$ cat src/rtl/alt_dprio_pkg.sv
`default_nettype none
// ============================================================================
// alt_dprio_pkg : shared state encoding and DPRIO address-field constants
// Rev 1.0
// ============================================================================
package alt_dprio_pkg;

    localparam int c_ch_field_lsb  = 12;
    localparam int c_wd_addr_width = 12;

    typedef enum logic [2:0] {
        ST_IDLE = 3'd0,
        ST_RD   = 3'd1,
        ST_WR   = 3'd2,
        ST_CRD  = 3'd3,
        ST_CWR  = 3'd4,
        ST_DONE = 3'd5
    } state_t;

endpackage
`default_nettype wire

$ cat src/rtl/alt_dprio_wait_timer.sv
`default_nettype none
// ============================================================================
// alt_dprio_wait_timer : per-transfer waitrequest counter with expiry flag
// Rev 1.0
// ============================================================================
module alt_dprio_wait_timer #(
    parameter int TIMEOUT_CYCLES = 1024
) (
    input  logic clk,
    input  logic rst_n,
    input  logic clear,
    input  logic enable,
    output logic expired
);

    localparam int c_cnt_w = (TIMEOUT_CYCLES > 1) ? $clog2(TIMEOUT_CYCLES) : 1;
    localparam logic [c_cnt_w-1:0] c_last = c_cnt_w'(TIMEOUT_CYCLES - 1);

    logic [c_cnt_w-1:0] r_count;

    always_ff @(posedge clk or negedge rst_n) begin
        if (!rst_n) begin
            r_count <= '0;
        end else if (clear) begin
            r_count <= '0;
        end else if (enable && (r_count != c_last)) begin
            r_count <= r_count + c_cnt_w'(1);
        end
    end

    // Flags the stall cycle that would bring the wait count to TIMEOUT_CYCLES.
    assign expired = enable && (r_count == c_last);

endmodule
`default_nettype wire

$ cat src/rtl/alt_dprio_rmw_master.sv
`default_nettype none
// ============================================================================
// alt_dprio_rmw_master : masked read / read-modify-write Avalon-MM master for
// the per-channel DPRIO space, with optional chained set-bit RMW and timeout.
// Rev 1.0
// ============================================================================
module alt_dprio_rmw_master
    import alt_dprio_pkg::*;
#(
    parameter int NUM_CHANNELS   = 4,
    parameter int CH_ADDR_WIDTH  = 2,
    parameter int ADDR_WIDTH     = 16,
    parameter int DATA_WIDTH     = 16,
    parameter int TIMEOUT_CYCLES = 1024
) (
    input  logic                       i_avmm_clk,
    input  logic                       i_resetn,
    input  logic [DATA_WIDTH-1:0]      i_avmm_mreaddata,
    input  logic                       i_avmm_mwaitrequest,
    output logic [ADDR_WIDTH-1:0]      o_avmm_maddress,
    output logic                       o_avmm_mread,
    output logic                       o_avmm_mwrite,
    output logic [DATA_WIDTH-1:0]      o_avmm_mwritedata,
    output logic                       o_avmm_marbiterlock,
    input  logic                       i_ir_trigger,
    input  logic                       i_ir_rwn,
    input  logic [CH_ADDR_WIDTH-1:0]   i_ir_chaddress,
    input  logic [c_wd_addr_width-1:0] i_ir_wdaddress,
    input  logic [DATA_WIDTH-1:0]      i_ir_writedata,
    input  logic [DATA_WIDTH-1:0]      i_ir_writemask,
    input  logic                       i_ir_chain_en,
    input  logic [c_wd_addr_width-1:0] i_ir_chain_wdaddress,
    input  logic [DATA_WIDTH-1:0]      i_ir_chain_setmask,
    output logic                       o_ir_done,
    output logic                       o_ir_error,
    output logic [DATA_WIDTH-1:0]      o_ir_readdata
);

    localparam logic [CH_ADDR_WIDTH:0] c_num_ch = (CH_ADDR_WIDTH+1)'(NUM_CHANNELS);

    function automatic logic [ADDR_WIDTH-1:0] dprio_addr(input logic [CH_ADDR_WIDTH-1:0] ch,
                                                         input logic [c_wd_addr_width-1:0] wd);
        return (ADDR_WIDTH'(ch) << c_ch_field_lsb) | ADDR_WIDTH'(wd);
    endfunction

    state_t                       r_state, w_next;
    logic                         r_rwn, r_chain_en;
    logic [CH_ADDR_WIDTH-1:0]     r_ch;
    logic [c_wd_addr_width-1:0]   r_chain_addr;
    logic [DATA_WIDTH-1:0]        r_wdata, r_mask, r_setmask;

    logic                         w_accept, w_ch_bad, w_xfer, w_complete, w_timeout;
    logic                         w_mread_n, w_mwrite_n, w_done_n, w_err_n;
    logic [ADDR_WIDTH-1:0]        w_addr_n;
    logic [DATA_WIDTH-1:0]        w_wdata_n, w_rdata_n;

    assign w_accept   = (r_state == ST_IDLE) && i_ir_trigger;
    assign w_ch_bad   = {1'b0, i_ir_chaddress} >= c_num_ch;
    assign w_xfer     = o_avmm_mread || o_avmm_mwrite;
    assign w_complete = w_xfer && !i_avmm_mwaitrequest;

    generate
        if (TIMEOUT_CYCLES > 0) begin : g_timer
            alt_dprio_wait_timer #(
                .TIMEOUT_CYCLES (TIMEOUT_CYCLES)
            ) u_wait_timer (
                .clk     (i_avmm_clk),
                .rst_n   (i_resetn),
                .clear   (!w_xfer || !i_avmm_mwaitrequest),
                .enable  (w_xfer && i_avmm_mwaitrequest),
                .expired (w_timeout)
            );
        end else begin : g_no_timer
            assign w_timeout = 1'b0;
        end
    endgenerate

    always_comb begin
        w_next = r_state;
        case (r_state)
            ST_IDLE: if (i_ir_trigger) w_next = w_ch_bad ? ST_DONE : ST_RD;
            ST_RD:   if (w_complete) w_next = r_rwn ? ST_DONE : ST_WR;
                     else if (w_timeout) w_next = ST_DONE;
            ST_WR:   if (w_complete) w_next = r_chain_en ? ST_CRD : ST_DONE;
                     else if (w_timeout) w_next = ST_DONE;
            ST_CRD:  if (w_complete) w_next = ST_CWR;
                     else if (w_timeout) w_next = ST_DONE;
            ST_CWR:  if (w_complete || w_timeout) w_next = ST_DONE;
            ST_DONE: w_next = ST_IDLE;
            default: w_next = ST_IDLE;
        endcase
    end

    // Outputs are decoded from the next state so every port comes straight from a flop.
    always_comb begin
        w_mread_n  = (w_next == ST_RD) || (w_next == ST_CRD);
        w_mwrite_n = (w_next == ST_WR) || (w_next == ST_CWR);
        w_done_n   = (w_next == ST_DONE);
        w_addr_n   = o_avmm_maddress;
        w_wdata_n  = o_avmm_mwritedata;
        w_err_n    = o_ir_error;
        w_rdata_n  = o_ir_readdata;
        if (w_accept) begin
            w_addr_n = dprio_addr(i_ir_chaddress, i_ir_wdaddress);
            w_err_n  = w_ch_bad;
        end
        if ((r_state == ST_RD) && w_complete) begin
            w_rdata_n = i_avmm_mreaddata & r_mask;
            w_wdata_n = (i_avmm_mreaddata & ~r_mask) | (r_wdata & r_mask);
        end
        if ((r_state == ST_WR) && w_complete && r_chain_en) begin
            w_addr_n = dprio_addr(r_ch, r_chain_addr);
        end
        if ((r_state == ST_CRD) && w_complete) begin
            w_wdata_n = i_avmm_mreaddata | r_setmask;
        end
        if (w_timeout) begin
            w_err_n = 1'b1;
        end
    end

    always_ff @(posedge i_avmm_clk or negedge i_resetn) begin
        if (!i_resetn) begin
            r_state             <= ST_IDLE;
            o_avmm_maddress     <= '0;
            o_avmm_mread        <= 1'b0;
            o_avmm_mwrite       <= 1'b0;
            o_avmm_mwritedata   <= '0;
            o_avmm_marbiterlock <= 1'b0;
            o_ir_done           <= 1'b0;
            o_ir_error          <= 1'b0;
            o_ir_readdata       <= '0;
        end else begin
            r_state             <= w_next;
            o_avmm_maddress     <= w_addr_n;
            o_avmm_mread        <= w_mread_n;
            o_avmm_mwrite       <= w_mwrite_n;
            o_avmm_mwritedata   <= w_wdata_n;
            o_avmm_marbiterlock <= w_mread_n || w_mwrite_n;
            o_ir_done           <= w_done_n;
            o_ir_error          <= w_err_n;
            o_ir_readdata       <= w_rdata_n;
        end
    end

    always_ff @(posedge i_avmm_clk or negedge i_resetn) begin
        if (!i_resetn) begin
            r_rwn        <= 1'b0;
            r_chain_en   <= 1'b0;
            r_ch         <= '0;
            r_chain_addr <= '0;
            r_wdata      <= '0;
            r_mask       <= '0;
            r_setmask    <= '0;
        end else if (w_accept) begin
            r_rwn        <= i_ir_rwn;
            r_chain_en   <= i_ir_chain_en;
            r_ch         <= i_ir_chaddress;
            r_chain_addr <= i_ir_chain_wdaddress;
            r_wdata      <= i_ir_writedata;
            r_mask       <= i_ir_writemask;
            r_setmask    <= i_ir_chain_setmask;
        end
    end

endmodule
`default_nettype wire

$ cat config.mk
export PLATFORM = sky130hd
export DESIGN_NAME = alt_dprio_rmw_master
export DESIGN_NICKNAME = d
export VERILOG_FILES = /design/src/rtl/alt_dprio_pkg.sv /design/src/rtl/alt_dprio_wait_timer.sv /design/src/rtl/alt_dprio_rmw_master.sv
export SDC_FILE = /design/constraint.sdc
export NUM_CORES = 1
export LEC_CHECK = 0
export CAP_MARGIN = 20
export CORE_ASPECT_RATIO = 1.1
export CORE_UTILIZATION = 35
export DETAILED_ROUTE_END_ITERATION = 12
export PLACE_DENSITY = 0.58
export SETUP_SLACK_MARGIN = 0.5
export SYNTH_ARGS = -nofsm -noshare
export SYNTH_HDL_FRONTEND = slang
export SYNTH_HIERARCHICAL = 1
export SYNTH_SLANG_ARGS = --single-unit
$ cat constraint.sdc
create_clock -name i_avmm_clk -period 4.39 [get_ports i_avmm_clk]
set_input_delay 0.6585 -clock i_avmm_clk [delete_from_list [all_inputs] [get_ports i_avmm_clk]]
set_output_delay 0.6585 -clock i_avmm_clk [all_outputs]
set_load 0.01 [all_outputs]
### Word level (Yosys, flattened, before mapping)

Index checks and enable logic that the tools add are counted.

| storage, ports and cells | value |
|---|---|
| bits in registers | 130 |
| input port bits | 96 |
| output and inout bits | 53 |
| logic and storage cells | 76 |

| operators by class | value |
|---|---|
| add/subtract/negate cells | 1 |
| equal/unequal tests | 11 |
| muxes and demuxes | 17 |
| bitwise operators | 8 |
| reductions and logical operators | 22 |

Operators by type and width:

| operator | number |
|---|---|
| $mux W16 | 4 |
| $and A16 B16 Y16 | 3 |
| $or A16 B16 Y16 | 2 |
| $or A14 B12 Y14 | 2 |
| $mux W3 | 8 |
| $mux W10 | 2 |
| $not A16 Y16 | 1 |
| $pmux W3 S5 | 1 |
| $eq A3 B2 Y1 const B | 4 |
| $add A10 B1 Y10 const B | 1 |
| $eq A10 B10 Y1 const B | 1 |
| $ne A10 B10 Y1 const B | 1 |
| $eq A3 B3 Y1 const B | 3 |
| $logic_and A1 B1 Y1 | 9 |
| $reduce_bool A2 Y1 | 4 |
| $eq A3 B1 Y1 const B | 2 |
| $logic_or A1 B1 Y1 | 6 |
| $logic_not A3 Y1 | 1 |
| $logic_not A1 Y1 | 2 |
| $mux W1 | 2 |

### Depth between registers and ports, before layout

| logic depth | value |
|---|---|
| depth after elaboration | 9 |
| mapped depth | 9 |
| mapped depth without buffers | 8 |

### Hierarchy

The synthesis kept the hierarchy.

Modules (own cells, without submodules):

| module | times used | cells an instance | area each (µm²) | sequential area each (µm²) |
|---|---|---|---|---|
| alt_dprio_rmw_master | 1 | 394 | 5033.6 | 2952.8 |
| alt_dprio_wait_timer | 1 | 71 | 650.6 | 250.2 |

### Least setup slack after synthesis

Ideal clock, no wire load.

| path | value |
|---|---|
| path kind | input to register |
| start point | in i_avmm_mwaitrequest |
| end point | reg o_avmm_marbiterlock |
| library setup time | 0.079 ns |
| arrival | 2.345 ns |
| data required time | 4.311 ns |
| path slack | 1.965 ns |
| stages | 9 |
| buffers on the path | 1 |
| path through | o21ai_0 -> inv_1 -> buf_2 -> nand2_1 -> nor3_1 -> inv_1 -> a311o_1 -> o221ai_1 -> mux2i_1 |

| on the way | value |
|---|---|
| word-level cells in the longest chain between the ends | 8 |
| elaborated cells on any way between the ends | 18 |
| classes of those cells | 4 x eq/ne; 6 x mux; 8 x reduce/logical |

RTL lines:

| item | line | source |
|---|---|---|
| from (decl) | alt_dprio_rmw_master.sv:19 | `input logic i_avmm_mwaitrequest,` |
| $logic_and A1 B1 Y1 or $logic_not A1 Y1 (tied branches) | alt_dprio_rmw_master.sv:70, alt_dprio_rmw_master.sv:60 |  |
| $logic_and A1 B1 Y1 (on tied branches) | alt_dprio_wait_timer.sv:32, alt_dprio_rmw_master.sv:60 |  |
| $mux W3 or $logic_or A1 B1 Y1 (tied branches) | - |  |
| $mux W3 (on tied branches) | - |  |
| $pmux W3 S5 * | alt_dprio_rmw_master.sv:80 | `case (r_state)` |
| named net w_next[0] | alt_dprio_rmw_master.sv:46 | `state_t r_state, w_next;` |
| $eq A3 B1 Y1 (tied with other cells) | alt_dprio_rmw_master.sv:96 | `w_mread_n = (w_next == ST_RD) \|\| (w_next == ST_CRD);` |
| $logic_or A1 B1 Y1 (on tied branches) | alt_dprio_rmw_master.sv:96, alt_dprio_rmw_master.sv:97 |  |
| $logic_or A1 B1 Y1 * | alt_dprio_rmw_master.sv:139 | `o_avmm_marbiterlock <= w_mread_n \|\| w_mwrite_n;` |
| to (signal assigned) | alt_dprio_rmw_master.sv:139 |  |
| to (decl) | alt_dprio_rmw_master.sv:24 | `output logic o_avmm_marbiterlock,` |

The timed path passes the listed nets; every way through them passes the cells marked *.
A chain may end at the register's enable or synchronous reset.

### Worst setup path after layout

Same ends and word-level chain as after synthesis.

==> run summary <==
The flow ran to the end, and the final reports show no timing, DRC or antenna violations. Cells fill 50.1% of the core in the end. The tools report the depth of the CTS H-tree as 4. The unique cell type count in the Yosys netlist is 48. The minimum setup slack among reg-to-reg paths was 1.80 ns; the count of yosys warnings during synthesis was 6.

Of the cells placed in the final design, the portion with a size suffix greater than 1 is 20.1%. The final setup violation count was 0. Remaining antenna violation count: 0. In this run the tightest slew margin relative to its limit is 36.7%.

The mapped netlist covers 5680 um^2. The floorplan step defined a die boundary enclosing 16,800 um^2. The mean post-synth cell area was 12.2 um^2; the wire length of the first global-routing pass was 21,100 um.

CTS saw 128 sinks. From bottom edge to top edge, the die measures 136 um. For this block, the via count after detailed routing is 4,090. For the first-pass iteration count of the detailed router, the log shows 4. The die is 124 um wide. Compound-cell area share of the yosys netlist: 11.8%. The final period demand of the worst path was 2.90 ns. The clock tree root driver cell is clkbuf_16. Measured in cells, the most critical reg-to-reg path has a length of 9. After Yosys synthesis, full adders, half adders and majority gates account for 0.220% of the synthesized area. The cell seen most often among critical-path stages was inv_1.

Leading register cell type out of synthesis: dfrtp_1. For the overall track demand over capacity in global routing, the log shows 16.8%. The pin count of the biggest net entering global routing is 73.

Setup repair after global routing left no endpoint under its margin. The maximum clock frequency was 0.345 GHz; the worst endpoint required time was 4.72 ns. The post-synthesis simple-gate area fraction is 8.58%, and the effective utilization at floorplan is 36.0%. The number of hold buffers added after CTS was 0. The routed wire length is 13,100 um.

The insertion delay of the later-clocked pin in the worst-skew pair is 0.41 ns, and the final period utilization is 66.0%. The worst register-to-register path begins at o_avmm_mwrite. The mux share of post-synthesis cell area was 19.7%. In the final design database the tool counted 707 nets.

The clock-pin slew reported for the worst setup and hold paths after clock tree synthesis was 0.05 ns; the post-route clock skew was 0.00976 ns. Summing the sequential cell areas from Yosys gives 56.4% of the chip area. Routability-driven placement finished with a final weighted congestion of 0.801.

Number of antenna violations at the first check in global routing: 0. The type of the tightest min-delay check is input pin to async pin. In this run, synthesis inferred 0 flip-flops with an integrated enable. The signal on the critical path passes through clkdlybuf4s50_1 -> o21ai_0 -> buf_4 -> inv_1 -> nand2_1 -> nor3_1 -> inv_1 -> a311o_1 -> o221ai_1 -> mux2i_1. Total clock buffers created by CTS: 17. After clock tree synthesis, the repair step resized 0 gates. The clock passes through at most 2 buffers. The final sum of negative setup slack came out at 0 ns.

The startpoint-to-endpoint class of the critical path was input pin to flop. The parity-gate share of the synthesized area counting xor and xnor cells came out at 0%. The core region is 15,800 um^2. The logs give 3.23 ns for the data arrival at the endpoint of the critical path and 0 for the number of slew-limit violations in the final report. The worst setup path is launched from an input pin.

The total count of hold-check failures in the final report was 0. TritonCTS built the clock tree. For this design the static power due to leakage is 3.32 nW. 149 I/O pins were placed. The number of global-route vias before repair is 4,102, and the biggest cell delay along the critical path is 0.51 ns.

The number of antenna diodes in the final layout is 0. Among all stages on the critical path, the largest delay is contributed by clkdlybuf4s50_1. In the synthesized netlist the async set-or-reset flop fraction comes to 100%.

The capture point of the worst reg-to-reg path is o_avmm_marbiterlock. The synthesis-to-finish area growth works out to 39.1%. In this run the worst path has a maximum fanout of 16. For this run the aggregate overflow at the end of global routing stands at 0. The half-perimeter wire length after detailed placement is 8930 um.

In this run the post-CTS setup repair buffer count came out at 0. The run gives 307 uV as the maximum vdd drop. The endpoint kind of the worst setup timing path is a flop. Number of DRC violations after detailed routing: 0.

The dominant combinational cell family by area after synthesis is multiplexers. The power density over the cells is 693 nW/um^2, and the detailed-route vias per instance is 4.98. The logs give 258 for the number of DRC violations after detailed-routing iteration 0 and 465 for the count of mapped cells out of synthesis. In this run the core area contains 48 standard-cell rows. The max-capacitance violation count was 0. The post-synthesis register bit count was 128. Slew at the pin closest to its max-slew limit: 0.949 ns. The count of input and output buffers was 146. In the final routed layout, each cell accounts on average for 16.0 um.
layout make-up:
| class | count | area, um^2 |
|---|---|---|
| Timing Repair Buffer | 152 | 1520 |
| Multi-Input combinational cell | 303 | 2300 |
| Sequential cell | 128 | 3200 |
| Fill cell | 1415 | 7890 |
| Inverter | 8 | 30.0 |
| Clock inverter | 6 | 105 |
| Clock buffer | 24 | 492 |
| Tap cell | 200 | 250 |
cell families after synthesis:
kind of cell	count (synthesis)
buf+inv	35
compound gates	105
flops	128
mux	101
fa+ha+maj	1
simple gates	94
other cells	1
state kept, by name (all words and copies together) (netlist names), 2 cells and up:
register,flops
r_state,3
o_ir_readdata,16
r_mask,16
g_timer.u_wait_timer/r_count,10
r_setmask,16
r_chain_addr,12
r_ch,2
o_avmm_mwritedata,16
r_wdata,16
o_avmm_maddress,14
cell usage after synthesis (all sizes together) (2+ instances only):
master / number / area, um^2
a21oi: 4 / 20.0
o21ai: 58 / 290
inv: 8 / 30.0
and2: 2 / 12.5
o221ai: 2 / 17.5
a31oi: 2 / 12.5
nand4: 4 / 25.0
and3: 2 / 12.5
nor3: 7 / 46.3
nand3: 7 / 47.6
a211oi: 4 / 30.0
a21o: 12 / 90.1
or3: 2 / 12.5
nand2: 40 / 150
mux2i: 19 / 190
a22oi: 2 / 15.0
nor3b: 3 / 22.5
a22o: 12 / 105
buf: 18 / 123
nand2b: 4 / 25.0
nor2: 11 / 46.3
dfrtp: 128 / 3200
mux2: 82 / 927
nor2b: 7 / 43.8
clkbuf: 9 / 33.8
critical path: cells and delay by family:
kind | cells | cell delay, ns
simple gates | 2 | 0.57
buf+inv | 4 | 1.04
compound gates | 3 | 0.74
mux | 1 | 0.23
stage by stage:
stage / hold WS [ns] / worst slack [ns] / cell area [um^2] / power [mW] / instances
floorplan: 0.363 / 1.97 / 5690 / 3.26 / 466
global placement: 0.459 / 1.22 / 7300 / 4.03 / 790
detailed placement: 0.465 / 1.12 / 7300 / 4.09 / 790
CTS: 0.318 / 1.54 / 7890 / 5.55 / 820
global route: 0.347 / 1.30 / 7910 / 5.85 / 821
finish: 0.297 / 1.49 / 7910 / 5.48 / 821
power by group:
part	switching, mW	internal [mW]	leakage, nW
clock network	0.491	0.944	0.296
logic	0.810	1.15	1.45
registers	0.343	1.74	1.57
total	1.64	3.84	3.32
layer usage:
layer  GRT usage [%]  vias up  part of all wire [%]
li1                -     1963                     -
met1            20.9     1985                    45
met2            26.6      123                    47
met3            5.09       19                   6.0
met4            7.50        0                   2.0
met5               0        -                     0
worst max-delay path by stage:
stage | start | endpoint
floorplan | i_avmm_mwaitrequest | o_avmm_marbiterlock
global placement | i_avmm_mwaitrequest | o_avmm_marbiterlock
detailed placement | i_avmm_mwaitrequest | o_avmm_marbiterlock
CTS | i_avmm_mwaitrequest | o_avmm_marbiterlock
global route | i_avmm_mwaitrequest | o_avmm_marbiterlock
finish | i_avmm_mwaitrequest | o_avmm_marbiterlock
cell usage in the layout (no fill, tap or decap), types with 2 or more instances in the layout:
master	count
o21ai_0	57
a22o_1	12
nor3_1	6
mux2i_1	19
a21oi_1	4
nor2_2	2
and3_1	2
dfrtp_1	128
nand3_1	6
or3_1	2
buf_4	5
mux2_2	81
a31oi_1	2
clkbuf_16	17
nand4_1	4
bufinv_16	3
clkinv_2	3
nor2b_1	7
conb_1	2
nand2_1	40
a21o_1	12
nor2_1	9
clkbuf_1	3
a22oi_1	2
inv_1	8
a211oi_1	4
and2_1	2
clkbuf_8	4
nand2b_1	4
clkdlybuf4s50_1	145
nor3b_1	3
o221ai_1	2
Note: power is estimated with default switching activity, not from simulation.
